===== src/rtl/hazard_ctrl.sv =====
// Five-stage pipeline hazard controller: RAW stall detection, bubble injection, taken-branch flush.
// Define HAZARD_FORWARD_EN when a forwarding unit is present (only load-use then stalls).
//
// state | meaning
// RUN   | detection active; a hazard stalls this cycle
// STALL | continuing a multi-cycle stall; detection suspended
module hazard_ctrl #(
    parameter int REG_W  = 5,
    parameter int STAT_W = 16
) (
    input  logic              clk,
    input  logic              rst,
    input  logic              id_valid,
    input  logic [REG_W-1:0]  id_rs,
    input  logic [REG_W-1:0]  id_rt,
    input  logic              id_uses_rt,
    input  logic              ex_regwrite,
    input  logic              ex_memread,
    input  logic [REG_W-1:0]  ex_wreg,
    input  logic              mem_regwrite,
    input  logic [REG_W-1:0]  mem_wreg,
    input  logic              branch_taken,
    output logic              pc_write,
    output logic              ifid_write,
    output logic              ifid_flush,
    output logic              idex_bubble,
    output logic              exmem_flush,
    output logic [STAT_W-1:0] stall_cycles,
    output logic [STAT_W-1:0] flush_count
);

    typedef enum logic {
        RUN   = 1'b0,
        STALL = 1'b1
    } state_t;

    state_t     state;
    logic [1:0] stall_left;
    logic [1:0] n_stall;
    logic       match_ex;
    logic       stall_now;
    logic       unused_inputs;

    assign match_ex = id_valid && (ex_wreg != '0) &&
                      ((ex_wreg == id_rs) || (id_uses_rt && (ex_wreg == id_rt)));

`ifdef HAZARD_FORWARD_EN
    // EX/MEM results are forwarded, so only a load in EX can still hazard.
    assign unused_inputs = ^{mem_regwrite, mem_wreg};

    always_comb begin
        n_stall = 2'd0;
        if (ex_memread && ex_regwrite && match_ex)
            n_stall = 2'd1;
    end
`else
    logic match_mem;

    assign unused_inputs = ex_memread;
    assign match_mem = id_valid && (mem_wreg != '0) &&
                       ((mem_wreg == id_rs) || (id_uses_rt && (mem_wreg == id_rt)));

    always_comb begin
        n_stall = 2'd0;
        if (ex_regwrite && match_ex)
            n_stall = 2'd2;
        else if (mem_regwrite && match_mem)
            n_stall = 2'd1;
    end
`endif

    assign stall_now = !rst && !branch_taken &&
                       ((state == STALL) || (n_stall != 2'd0));

    always_comb begin
        pc_write    = 1'b1;
        ifid_write  = 1'b1;
        ifid_flush  = 1'b0;
        idex_bubble = 1'b0;
        exmem_flush = 1'b0;
        if (rst) begin
            pc_write    = 1'b0;
            ifid_write  = 1'b0;
            ifid_flush  = 1'b1;
            idex_bubble = 1'b1;
            exmem_flush = 1'b1;
        end else if (branch_taken) begin
            ifid_flush  = 1'b1;
            idex_bubble = 1'b1;
            exmem_flush = 1'b1;
        end else if (stall_now) begin
            pc_write    = 1'b0;
            ifid_write  = 1'b0;
            idex_bubble = 1'b1;
        end
    end

    always_ff @(posedge clk) begin
        if (rst) begin
            state        <= RUN;
            stall_left   <= 2'd0;
            stall_cycles <= '0;
            flush_count  <= '0;
        end else begin
            if (branch_taken) begin
                state      <= RUN;
                stall_left <= 2'd0;
            end else if (state == RUN) begin
                // The current cycle is already the first stall cycle.
                if (n_stall == 2'd2) begin
                    state      <= STALL;
                    stall_left <= 2'd1;
                end
            end else begin
                if (stall_left <= 2'd1) begin
                    state      <= RUN;
                    stall_left <= 2'd0;
                end else begin
                    stall_left <= stall_left - 2'd1;
                end
            end

            if (stall_now && (stall_cycles != '1))
                stall_cycles <= stall_cycles + STAT_W'(1);
            if (branch_taken && (flush_count != '1))
                flush_count <= flush_count + STAT_W'(1);
        end
    end

endmodule


===== config.mk =====
export PLATFORM = sky130hd
export DESIGN_NAME = hazard_ctrl
export DESIGN_NICKNAME = d
export VERILOG_FILES = /design/src/rtl/hazard_ctrl.sv
export SDC_FILE = /design/constraint.sdc
export NUM_CORES = 1
export LEC_CHECK = 0
export ABC_AREA = 1
export CAP_MARGIN = 0
export CORE_ASPECT_RATIO = 1.5
export CORE_MARGIN = 4
export CORE_UTILIZATION = 49
export DETAILED_ROUTE_END_ITERATION = 8
export GPL_TIMING_DRIVEN = 0
export PLACE_DENSITY = 0.88
export SLEW_MARGIN = 5
export SYNTH_ARGS = -nofsm -noshare
export SYNTH_HDL_FRONTEND = slang
export SYNTH_SLANG_ARGS = --single-unit

===== constraint.sdc =====
create_clock -name clk -period 2.1 [get_ports clk]
set_input_delay 0.21 -clock clk [delete_from_list [all_inputs] [get_ports clk]]
set_output_delay 0.21 -clock clk [all_outputs]
set_load 0.005 [all_outputs]

; ---- Word-level counts from Yosys, hierarchy flattened
; Index checks and enable logic that the tools add are counted.
[word_totals]
regBits = 35
wordCells = 53
[classes]
muxes = 16
add_sub_neg = 3
eq_ne = 7
magnitude_cmp = 1
reduce_logical = 22
[op_table]
columns = cell, n
row1 = 16-bit by 1-bit adder with 16-bit output (second input constant), 2
row2 = 16-bit != test (second input constant), 2
row3 = 5-bit equality test, 4
row4 = 1-bit logical AND, 12
row5 = 1-bit 2-to-1 mux, 12
row6 = 5-bit nonzero test, 2
row7 = 2-bit 2-to-1 mux, 4
row8 = 2-bit nonzero test, 2
row9 = 1-bit logical OR, 3
row10 = 2-bit equality test (second input constant), 1
row11 = 2-bit by 1-bit <= comparator with 1-bit output (second input constant), 1
row12 = 1-bit logical NOT, 2
row13 = 2-bit OR reduction, 1
row14 = 2-bit by 1-bit subtractor with 2-bit output (second input constant), 1

; ---- Logic depth before layout (Yosys ltp)
[depth]
ltp_word = 13
mapped_depth = 13
mapped_depth_nobuf = 13

; ---- Worst setup path before layout
; OpenSTA, ideal clock, no wires.
[synth_timing]
path_kind = register to register
startpoint = register stall_cycles[0]
endpoint = register stall_cycles[11]
stages_incl_launch_ff = 14
setup_time_ns = 0.113
path_slack_ns = 0.429
arrival_time_ns = 1.558
path_buffers = 1
cell_sequence = dfxtp_1 -> ha_1 -> nand2_1 -> inv_1 -> nand3_1 -> nor2_4 -> nand2_2 -> nor3_4 -> inv_2 -> nand3_2 -> buf_6 -> nand2_1 -> nand2_1 -> nor2_1
[synth_via]
elab_chain_len = 2
[synth_rtl]
columns = element, line_no
row1 = "start, declared", 28  ; output logic [STAT_W-1:0] stall_cycles,
row2 = "start signal, assigned", 124  ; stall_cycles <= stall_cycles + STAT_W'(1);
row3 = "parallel branches: the longest is 2 deep, another holds 16-bit by 1-bit adder with 16-bit output", n/a
; Several ways; the timed one is not identified.
; A chain may end at the register's enable or synchronous reset.

; ---- Worst setup path after layout
[layout_timing]
startpoint = input port id_uses_rt
endpoint = output port pc_write
[layout_via]
elab_chain_len = 12
[layout_rtl]
columns = element, line_no
row1 = "start, declared", 16  ; input logic id_uses_rt,
row2 = 1-bit logical AND, 61  ; ((mem_wreg == id_rs) || (id_uses_rt && (mem_wreg == id_rt)));
row3 = 1-bit logical OR, 61
row4 = 1-bit logical AND, 60  ; assign match_mem = id_valid && (mem_wreg != '0) &&
row5 = 1-bit logical AND, 67  ; else if (mem_regwrite && match_mem)
row6 = 1-bit 2-to-1 mux, 67
row7 = 2-bit 2-to-1 mux *, 65  ; if (ex_regwrite && match_ex)
row8 = 2-bit nonzero test *, 73  ; ((state == STALL) || (n_stall != 2'd0));
row9 = 1-bit logical OR *, 73
row10 = 1-bit logical AND *, 72  ; assign stall_now = !rst && !branch_taken &&
row11 = 1-bit 2-to-1 mux *, 91  ; end else if (stall_now) begin
row12 = 1-bit 2-to-1 mux *, 87  ; end else if (branch_taken) begin
row13 = 1-bit 2-to-1 mux *, 81  ; if (rst) begin
row14 = "end, declared", 23  ; output logic pc_write,
; Mark *: on every way between the ends. The rest lies on a longest branch, timed or not.

==> metrics.cfg <==
[outcome]
outcome=complete, no violations

[sta]
finalSetupViolCount=0
finalCritPeriodShare_pct=95.8
period_minus_slack_ns=2.01
max_freq_ghz=0.497
hold_ws_ns=0.476
slew_viol_final=0
worst_slew_pin_slew_ns=0.488
finalHoldViolations=0
slew_headroom_pct=67.5
finalClockSkew_ns=0.00758

[floorplanning]
num_io_pins=65
row_count=30
start_util_pct=51.7
core_area_um2=4620
die_area_um2=6080
die_h_um=93.5
chipWidth_um=65.0

[global_route]
grt_max_degree=13
grt_use_total_pct=22.8
antenna_found_initial=0
grt_pass1_wl_um=11100
met3_usage_pct=4.57
grt_pass1_vias=2665
overflow=0
use_met1_pct=22.8
grt_use_met2_pct=43.0
gr-max-usage-layer=met2

[layout]
final_cells=545
antennaDiodeCount=0
final_common_cell=nand2_1
layout_common_cells=nand2_1 (117), inv_1 (67), nor2_1 (53)
nFillCells=421
drive_gt1_share_pct=8.73
area_growth_pct=36.0
finalNetCount=510
final_area_um2=3250

[place]
hpwlAfterDp_um=5090
placed_cell_area_um2=3100
place_congestion=0.880
placedCellCount=535
portBuffers=63

[power_and_ir_drop]
peakVddDrop_mv=0.447
powerDensity_nw_per_um2=425
power_frac_comb_pct=15.1
p_clk_share_pct=35.8
p_seq_share_pct=49.1
leakagePower_nw=1.56
p_sw_mw=0.385
p_int_mw=0.996
swShare_pct=27.9

[critical_path]
rr_worst_depth=12
rr_startpoint=flush_count[1]$_SDFFE_PP0P_
crit_type=primary input to primary output
crit_arrival_ns=1.80
crit_required_ns=1.89
rr_endpoint=flush_count[4]$_SDFFE_PP0P_
r2r_setup_slack_ns=0.17
cp_max_fo=2
startpoint=id_uses_rt
critPathCaptureType=primary output
start_kind=primary input

[logic_synthesis]
synth_top_family_by_area=simple AND/OR/NAND/NOR gates
synth_compound_area_share_pct=6.97
synth_mux_area_share_pct=0
synth.avg_cell_area_um2=5.85
synth_xor_area_share_pct=4.03
synth_top_area_share_pct=29.3
post_synth_main_area_contributors=dfxtp_1 (29%), nand2_1 (19%), inv_1 (11%)
syn_nets=438
synth_fa_ha_area_share_pct=1.05
synthSimpleGateAreaFrac_pct=45.0
yosysTopAreaCell=dfxtp_1
synthCells=408
ys_ff_latch=35
netlist_area_um2=2390
synth.distinct_cells=29
seq_area_frac_synth_pct=29.3
yosys_warnings=0

[cts]
numCtsBuffers=5
cts-hold-fix-buffers=0
clkSinkCount=35
clkSlewWorstSetupHoldPaths_ns=0.08
clock_path_buffers=2
cts_max_level=2
root_buffer=clkbuf_8
clk_latency_ns=0.30
cts_tree=yes

[worst_hold_path]
hold_end=flush_count[0]$_SDFFE_PP0P_
hp-start=flush_count[0]$_SDFFE_PP0P_
hold_class=flop to flop
min_delay_path_depth=1

[routing]
wl_um=6630
wire_per_inst_um=12.2
via_per_inst=5.06
firstDrtPassIters=5
num_vias=2758
drc=0
drt_iter0_drc=91
antenna_left=0

[flow_run]
maxCapViolCount=0

[per-layer routing]
layer | up-vias | part of all wire [%]
met5 | - | 0
met4 | 0 | 3.4
met3 | 21 | 6.4
met2 | 94 | 52
met1 | 1235 | 38
li1 | 1408 | -
[power groups by stage]
stage / logic [mW] / registers [mW] / clock network [mW]
3_5_place_dp: 0.206 / 0.692 / 0
2_1_floorplan: 0.0978 / 0.692 / 0
6_report: 0.208 / 0.677 / 0.495
4_1_cts: 0.206 / 0.677 / 0.507
3_3_place_gp: 0.202 / 0.692 / 0
5_1_grt: 0.233 / 0.678 / 0.542
[cell families (layout without fill, tap and decap cells)]
kind of cell               count (synthesis)  count (layout)
xor gates and xnor gates                  11              11
buffers and inverters                     82             155
AOI/OAI and AO/OA                         32              32
adders and majority gates                  2               2
and+or+nand+nor                          246             246
DFF                                       35              35
[worst max-delay path by stage]
stage                                                to  slack, ns
after floorplan           stall_cycles[11]$_SDFFE_PP0P_       0.43
after global placement                         pc_write      -0.63
after detailed placement                       pc_write      -0.63
after CTS                                      pc_write       0.01
after global routing                           pc_write     -0.002
final                                          pc_write       0.09
[Yosys cell counts]
cell type	count
a21oi_1	17
nand3_2	2
nand3_1	30
nor2_4	2
nor3_4	1
nand2_1	121
o21ai_0	12
xor2_1	6
dfxtp_1	35
inv_2	1
nand4_1	14
or2_2	1
nand2_2	3
xnor2_1	5
o21bai_1	1
nor3_1	8
buf_4	2
ha_1	2
buf_1	1
and3_1	4
nor4_1	2
buf_2	2
nor2_1	57
inv_1	71
nand3b_1	1
a211oi_1	1
a31oi_1	1
clkbuf_1	4
buf_6	1
[critical path, cell delays in order]
cell and delay (ns):
clkdlybuf4s50_1 0.48, nand2_1 0.07, nor2_2 0.12, nand3_1 0.11, nand2_2 0.12, nand2_2 0.07
nand3_4 0.07, buf_6 0.11, a21oi_4 0.04, buf_4 0.14, dlygate4sd2_1 0.25
[per-stage QoR]
stage	power [mW]	TNS, ns	worst slack, ns	util (%)
after global placement	0.894	-1.40	-0.633	67.1
after floorplan	0.790	0	0.429	-
after detailed placement	0.898	-1.46	-0.629	67.1
after CTS	1.39	0	0.0123	69.8
final	1.38	0	0.0890	70.4
after global routing	1.45	-0.00268	-0.00215	70.4
[sequential cells by signal (all words and copies together) (netlist names)]
signal / flops
stall_cycles: 16
flush_count: 16
stall_left: 2
state: 1
[layout make-up]
| cell class | count | area (um^2) | area share [%] |
|---|---|---|---|
| Clock buffer | 5 | 68.8 | 2.12 |
| Inverter | 72 | 270 | 8.32 |
| Multi-Input combinational cell | 291 | 1410 | 43.5 |
| Timing Repair Buffer | 65 | 631 | 19.4 |
| Buffer | 10 | 63.8 | 1.96 |
| Sequential cell | 35 | 702 | 21.6 |
| Tap cell | 64 | 80.1 | 2.47 |
| Clock inverter | 3 | 20.0 | 0.616 |
[what timing repair did]
item,in CTS,in global routing
gates cloned,0,0
pin swaps,3,1
buffers inserted,2,0
endpoints found under the hold margin,0,0
gates resized for setup,34,10
endpoints found under the setup margin,5,15
(Power assumes the default switching activity.)
